`src/rtl/mips_pkg.sv`:
```
// rtl/mips_pkg.sv - shared load-type codes, byte-lane constants and writeback stage fields
//
// Purpose: the load-type encoding used by the MEM stage and the writeback stage,
// plus the lane geometry of a little-endian 32-bit data word.
package mips_pkg;

  // Load-type codes as driven on in_load_type; codes 5-7 are reserved and act as LW.
  typedef enum logic [2:0] {
    LT_LW  = 3'd0,
    LT_LB  = 3'd1,
    LT_LBU = 3'd2,
    LT_LH  = 3'd3,
    LT_LHU = 3'd4
  } load_type_e;

  localparam int WORD_W = 32;
  localparam int BYTE_W = 8;
  localparam int HALF_W = 16;

  // Byte-lane offsets within a word (alu_result[1:0]).
  localparam logic [1:0] LANE_B0 = 2'd0;
  localparam logic [1:0] LANE_B1 = 2'd1;
  localparam logic [1:0] LANE_B2 = 2'd2;
  localparam logic [1:0] LANE_B3 = 2'd3;

  // Offset bit that selects the upper halfword.
  localparam int HALF_SEL_BIT = 1;

  // Fields held by the writeback stage register.
  typedef struct packed {
    logic              wen;
    logic [4:0]        waddr;
    logic [WORD_W-1:0] alu_result;
    logic [WORD_W-1:0] mem_rdata;
    logic              is_load;
    logic [2:0]        load_type;
    logic [WORD_W-1:0] pc;
  } wb_fields_t;

endpackage

```
`src/rtl/load_align.sv`:
```
// rtl/load_align.sv - combinational load data extraction, extension and alignment check
//
// Purpose: picks the addressed byte/halfword out of an aligned memory word and
// sign- or zero-extends it; flags accesses whose offset is illegal for the size.
// Ports:
//   rdata      in  32  aligned word from data memory
//   offset     in  2   byte offset (effective address [1:0])
//   load_type  in  3   load-type code (mips_pkg::load_type_e)
//   data       out 32  extracted, extended load value
//   misaligned out 1   offset illegal for the access size
module load_align
  import mips_pkg::*;
(
  input  logic [WORD_W-1:0] rdata,
  input  logic [1:0]        offset,
  input  logic [2:0]        load_type,
  output logic [WORD_W-1:0] data,
  output logic              misaligned
);

  logic [BYTE_W-1:0] byte_val;
  logic [HALF_W-1:0] half_val;

  always_comb begin
    case (offset)
      LANE_B0: byte_val = rdata[7:0];
      LANE_B1: byte_val = rdata[15:8];
      LANE_B2: byte_val = rdata[23:16];
      default: byte_val = rdata[31:24];
    endcase
    half_val = offset[HALF_SEL_BIT] ? rdata[31:16] : rdata[15:0];
  end

  always_comb begin
    // Word access (LW and reserved codes) is the default.
    data       = rdata;
    misaligned = (offset != LANE_B0);
    case (load_type)
      LT_LB: begin
        data       = {{(WORD_W-BYTE_W){byte_val[BYTE_W-1]}}, byte_val};
        misaligned = 1'b0;
      end
      LT_LBU: begin
        data       = {{(WORD_W-BYTE_W){1'b0}}, byte_val};
        misaligned = 1'b0;
      end
      LT_LH: begin
        data       = {{(WORD_W-HALF_W){half_val[HALF_W-1]}}, half_val};
        misaligned = offset[0];
      end
      LT_LHU: begin
        data       = {{(WORD_W-HALF_W){1'b0}}, half_val};
        misaligned = offset[0];
      end
      default: begin
        data       = rdata;
        misaligned = (offset != LANE_B0);
      end
    endcase
  end

endmodule

```
`src/rtl/wb_stage.sv`:
```
// rtl/wb_stage.sv - writeback pipeline stage with load alignment, forwarding and retire count
//
// Purpose: single-entry stage register between MEM and the register file.
// Ports:
//   clk, rst                      clock, synchronous active-high reset
//   in_valid/in_ready             handshake from MEM (in_ready combinational)
//   in_wen, in_waddr              GPR write enable and destination
//   in_alu_result, in_mem_rdata   ALU result / load address, aligned load word
//   in_is_load, in_load_type      load flag and type code
//   in_pc                         instruction PC
//   wb_hold                       freeze writeback
//   rf_we, rf_waddr, rf_wdata     register file write port
//   fwd_valid, fwd_addr, fwd_data forwarding bus to EX
//   retire_valid, retire_pc       registered retire pulse and PC
//   addr_err                      registered pulse on misaligned load retire
//   retire_cnt                    retired-instruction count (wraps)
module wb_stage
  import mips_pkg::*;
#(
  parameter int CNT_W = 32
) (
  input  logic             clk,
  input  logic             rst,
  input  logic             in_valid,
  output logic             in_ready,
  input  logic             in_wen,
  input  logic [4:0]       in_waddr,
  input  logic [31:0]      in_alu_result,
  input  logic [31:0]      in_mem_rdata,
  input  logic             in_is_load,
  input  logic [2:0]       in_load_type,
  input  logic [31:0]      in_pc,
  input  logic             wb_hold,
  output logic             rf_we,
  output logic [4:0]       rf_waddr,
  output logic [31:0]      rf_wdata,
  output logic             fwd_valid,
  output logic [4:0]       fwd_addr,
  output logic [31:0]      fwd_data,
  output logic             retire_valid,
  output logic [31:0]      retire_pc,
  output logic             addr_err,
  output logic [CNT_W-1:0] retire_cnt
);

  wb_fields_t  wb_q;
  logic        wb_valid;
  logic        accept;
  logic        retiring;
  logic        la_misaligned;
  logic        misaligned;
  logic        writes_gpr;
  logic [31:0] load_data;
  logic [31:0] wdata;

  // The stage can take a new instruction whenever the current one leaves this cycle.
  assign in_ready = !wb_valid || !wb_hold;
  assign accept   = in_valid && in_ready;
  assign retiring = wb_valid && !wb_hold && !rst;

  load_align u_load_align (
    .rdata      (wb_q.mem_rdata),
    .offset     (wb_q.alu_result[1:0]),
    .load_type  (wb_q.load_type),
    .data       (load_data),
    .misaligned (la_misaligned)
  );

  assign misaligned = wb_q.is_load && la_misaligned;
  assign wdata      = wb_q.is_load ? load_data : wb_q.alu_result;

  // Forwarding stays live while held so EX keeps seeing the pending result.
  assign writes_gpr = wb_valid && wb_q.wen && (wb_q.waddr != 5'd0) && !misaligned && !rst;

  assign rf_we     = writes_gpr && !wb_hold;
  assign rf_waddr  = wb_q.waddr;
  assign rf_wdata  = wdata;
  assign fwd_valid = writes_gpr;
  assign fwd_addr  = wb_q.waddr;
  assign fwd_data  = wdata;

  always_ff @(posedge clk) begin
    if (rst) begin
      wb_valid     <= 1'b0;
      retire_valid <= 1'b0;
      addr_err     <= 1'b0;
      retire_cnt   <= '0;
    end else begin
      retire_valid <= retiring;
      addr_err     <= retiring && misaligned;
      if (retiring) begin
        retire_cnt <= retire_cnt + 1'b1;
      end
      if (accept) begin
        wb_valid <= 1'b1;
      end else if (retiring) begin
        wb_valid <= 1'b0;
      end
    end
  end

  // Payload needs no reset: it is only observed qualified by wb_valid / retire_valid.
  always_ff @(posedge clk) begin
    if (retiring) begin
      retire_pc <= wb_q.pc;
    end
    if (accept) begin
      wb_q.wen        <= in_wen;
      wb_q.waddr      <= in_waddr;
      wb_q.alu_result <= in_alu_result;
      wb_q.mem_rdata  <= in_mem_rdata;
      wb_q.is_load    <= in_is_load;
      wb_q.load_type  <= in_load_type;
      wb_q.pc         <= in_pc;
    end
  end

endmodule

```
`config.mk`:
```
export PLATFORM = sky130hd
export DESIGN_NAME = wb_stage
export DESIGN_NICKNAME = d
export VERILOG_FILES = /design/src/rtl/mips_pkg.sv /design/src/rtl/load_align.sv /design/src/rtl/wb_stage.sv
export SDC_FILE = /design/constraint.sdc
export NUM_CORES = 1
export LEC_CHECK = 0
export CAP_MARGIN = 25
export CORE_MARGIN = 2
export CORE_UTILIZATION = 42
export CTS_BUF_LIST = sky130_fd_sc_hd__clkbuf_8
export CTS_CLUSTER_SIZE = 28
export DETAILED_ROUTE_END_ITERATION = 7
export PLACE_DENSITY = 0.8
export SETUP_SLACK_MARGIN = 0.1
export SLEW_MARGIN = 20
export SYNTH_ARGS = -nofsm -noshare
export SYNTH_HDL_FRONTEND = slang
export SYNTH_SLANG_ARGS = --single-unit
```
`constraint.sdc`:
```
create_clock -name clk -period 3.41 [get_ports clk]
set_clock_uncertainty 0.1 [all_clocks]
set_input_delay 0.5115 -clock clk [delete_from_list [all_inputs] [get_ports clk]]
set_output_delay 0.5115 -clock clk [all_outputs]
set_load 0.01 [all_outputs]
```
==> impl_metrics.json <==
{
  "worstReg2RegStart": "retire_cnt[4]",
  "path_depth": 7,
  "die_footprint_mm2": 0.01773,
  "floorplan.rows": 47,
  "design.core.area_mm2": 0.01647,
  "cts_inserted_buffers": 17,
  "category_of_the_critical_setup_timing_path": "flip-flop to output port",
  "total_congestion_overflow_after_global_routing": 0,
  "synth-main-ff-cell": "sky130_fd_sc_hd__edfxtp_1",
  "wl_mm": 18.79,
  "cts_root_buffer": "sky130_fd_sc_hd__clkbuf_8",
  "cts_max_path_buffers": 2,
  "r2r.worst_path.cells": 4,
  "mappedNetlistNets": 626,
  "ff_latch_area_mm2": 0.004845,
  "yosys_warnings": 0,
  "io_pins": 253,
  "n_antenna_cell": 0,
  "worstPathBufferInverterCount": 3,
  "drt_drc_violations_left": 0,
  "post_drt_via_cell_ratio": 5.287,
  "ctsHoldBuffers": 0,
  "critical_path_peak_fanout": 13,
  "detailedRoute.firstIterationViolations": 423,
  "fill_cells": 1299,
  "cellPowerDensity_mw_per_mm2": 445.0,
  "min_path_cells": 0,
  "clk_transition_reported_paths_ps": 90,
  "crit_path_top_delay_cell": "sky130_fd_sc_hd__clkdlybuf4s50_1",
  "slew_violations": 0,
  "utilization_pct": 61.60,
  "timing.reg2reg.setup_slack_ps": 1140,
  "fin_nets": 860,
  "drv.max_cap_violation_count": 0,
  "max_freq_mhz": 301.2,
  "largest_cells_by_area_after_synthesis": "sky130_fd_sc_hd__edfxtp_1, sky130_fd_sc_hd__dfxtp_1, sky130_fd_sc_hd__buf_4",
  "worstHoldEndpoint": "retire_pc[11]",
  "worstPathRequired_ps": 2800,
  "synth_sequential_area_ratio_pct": 69.13,
  "grt_first_pass_wirelength_mm": 28.40,
  "setup_viol": 0,
  "gpl.final_weighted_congestion": 0.9413,
  "outcome": "finished clean",
  "vdd_drop_max_mv": 0.3796,
  "synth-edff-count": 138,
  "relSlewSlack_pct": 59.76,
  "clkLatencyLatePin_ps": 440,
  "post-synth-top-area-fraction_pct": 59.13,
  "setup.worst_path.end_class": "output port",
  "clock-sinks": 173,
  "worst-endpoint-arrival_ps": 2710,
  "min_clock_period_post_route_ps": 3320,
  "detail_route.wl_per_cell_um": 19.14,
  "hold_viol": 0,
  "synth_commonest_cells": "sky130_fd_sc_hd__edfxtp_1, sky130_fd_sc_hd__a21oi_1, sky130_fd_sc_hd__nor2_1",
  "mappedNetlistArea_mm2": 0.007008,
  "worstPathCellList": "buf_4, and4bb_2, a311oi_2, buf_6, a22oi_1, a21oi_2, clkdlybuf4s50_1",
  "fp.dieW_um": 133.2,
  "drive_above_1_share_pct": 11.81,
  "postLayoutSetupSlackWorst_ps": 90.44,
  "dr_vias": 5192,
  "cell_with_the_most_instances_after_synthesis": "sky130_fd_sc_hd__edfxtp_1",
  "start_util_pct": 42.56,
  "postRouteAntennaNets": 0,
  "cpLargestDelayFamily": "buffers and inverters",
  "worst_slew_pin_slew_ps": 601.8,
  "total_grt_usage_pct": 20.91,
  "rsz0062_at_grt": "true",
  "cp_slowest_stage_delay_ps": 560,
  "die_extent_in_y_um": 133.2,
  "async_flop_share_pct": 0,
  "first_pass_iters": 5,
  "yosys_register_bits": 173,
  "post_dp_hpwl_mm": 13.56,
  "max_h_tree_level": 4,
  "holdCritStartpoint": "wb_q[11]",
  "hold_class": "flip-flop to flip-flop",
  "regToRegEndpoint": "retire_cnt[31]",
  "synthesized_area_divided_by_synthesized_cell_count_um2": 13.61,
  "buffer_ports.inserted": 252,
  "sort_of_element_at_the_start_of_the_critical_path": "flip-flop",
  "yosys.area.top_type": "sky130_fd_sc_hd__edfxtp_1",
  "worst_hold_slack_ps": 318.2,
  "area.growth.synth_to_final_pct": 44.72,
  "multi_input_comb_area_mm2": 0.001802,
  "p_leak_uw": 0.003734,
  "via_count_of_the_first_global_routing_pass": 5160,
  "tritoncts": "yes",
  "grt_start_max_net_pins": 47,
  "detailedPlace.worstSlack_ps": 371.3,
  "grt_antenna_before_repair": 0,
  "post-route-period-util_pct": 97.35,
  "post_synth_inst_count": 515,
  "yosysUniqueCellTypes": 45
}
## routing by layer
layer,track usage (%),vias up,wire length (um)
met5,0,-,0
met2,33.77,256,9289
met3,6.735,42,1399
met1,26.06,2506,7431
li1,-,2388,-
met4,9.043,0,673
## cells in the final DEF (no fill, tap or decap), types with 4 or more instances in the layout
cell                              count
sky130_fd_sc_hd__mux4_2               8
sky130_fd_sc_hd__or3_1                8
sky130_fd_sc_hd__nand4_1             10
sky130_fd_sc_hd__a22oi_1              7
sky130_fd_sc_hd__nand2_1             38
sky130_fd_sc_hd__o311ai_0             7
sky130_fd_sc_hd__and3_1               4
sky130_fd_sc_hd__and4_1               5
sky130_fd_sc_hd__edfxtp_1           138
sky130_fd_sc_hd__dlymetal6s2s_1      29
sky130_fd_sc_hd__a221oi_1             7
sky130_fd_sc_hd__o21ai_0             12
sky130_fd_sc_hd__xor2_1               8
sky130_fd_sc_hd__or4_1                7
sky130_fd_sc_hd__dlygate4sd2_1       29
sky130_fd_sc_hd__nor2_1              44
sky130_fd_sc_hd__dfxtp_1             35
sky130_fd_sc_hd__inv_1                5
sky130_fd_sc_hd__clkdlybuf4s50_1    193
sky130_fd_sc_hd__nand3_1             14
sky130_fd_sc_hd__xnor2_1              4
sky130_fd_sc_hd__and2_1               5
sky130_fd_sc_hd__o41ai_1              6
sky130_fd_sc_hd__clkbuf_8            17
sky130_fd_sc_hd__o31ai_1              7
sky130_fd_sc_hd__buf_4               24
sky130_fd_sc_hd__a21oi_1             39
sky130_fd_sc_hd__a21oi_2             10
## worst max path at each step
stage	from	endpoint	slack [ps]
6_report	wb_q[69]	fwd_data[14]	90
5_1_grt	wb_q[69]	fwd_data[14]	-40
4_1_cts	wb_q[69]	fwd_data[14]	50
3_5_place_dp	rst	retire_cnt[22]	370
3_3_place_gp	wb_q[33]	fwd_data[11]	470
2_1_floorplan	rst	retire_cnt[8]	820
## repair_timing
action,4_1_cts,5_1_grt
pin swaps,2,2
setup buffers,9,5
hold endpoints to repair,0,0
endpoints found under the setup margin,65,39
gates resized for setup,42,37
## sequential cells by signal (all words and copies together) (netlist names)
signal,cells
wb_q,101
addr_err,1
wb_valid,1
fwd_addr,5
retire_valid,1
retire_cnt,32
retire_pc,32
## per-stage QoR
stage	instances	area (um2)	power [uW]	TNS, ps
final	982	10140	4513	0
after floorplan	515	7009	2742	0
after CTS	977	10010	4549	0
after detailed placement	936	9504	3082	0
after global placement	936	9504	3066	0
after global routing	982	10140	4685	-44.53
## logic make-up (layout without fill, tap and decap cells)
logic type                 Yosys count  count (layout)  share of synthesized area (%)
and+or+nand+nor                    147             147                          10.55
DFF                                173             173                          69.13
adders and majority gates            1               1                         0.1785
muxes                                9               9                          2.714
xor gates and xnor gates            12              12                          1.500
AOI/OAI and AO/OA                  104             104                          9.748
buffers and inverters               69             316                          6.177
## power by group
| part | internal [uW] | switching, uW |
|---|---|---|
| Clock | 680 | 801 |
| Combinational | 329 | 280 |
| Sequential | 2380 | 45.2 |
## area by class of cell
class,instances,area share (%)
inverters,5,0.1850
clock buffers,17,2.307
repair buffers,279,27.46
clock inverters,15,1.801
flip-flops and latches,173,47.77
well taps,220,2.714
multi-input cells,273,17.76
No activity file was read; power rests on OpenSTA's default activity.
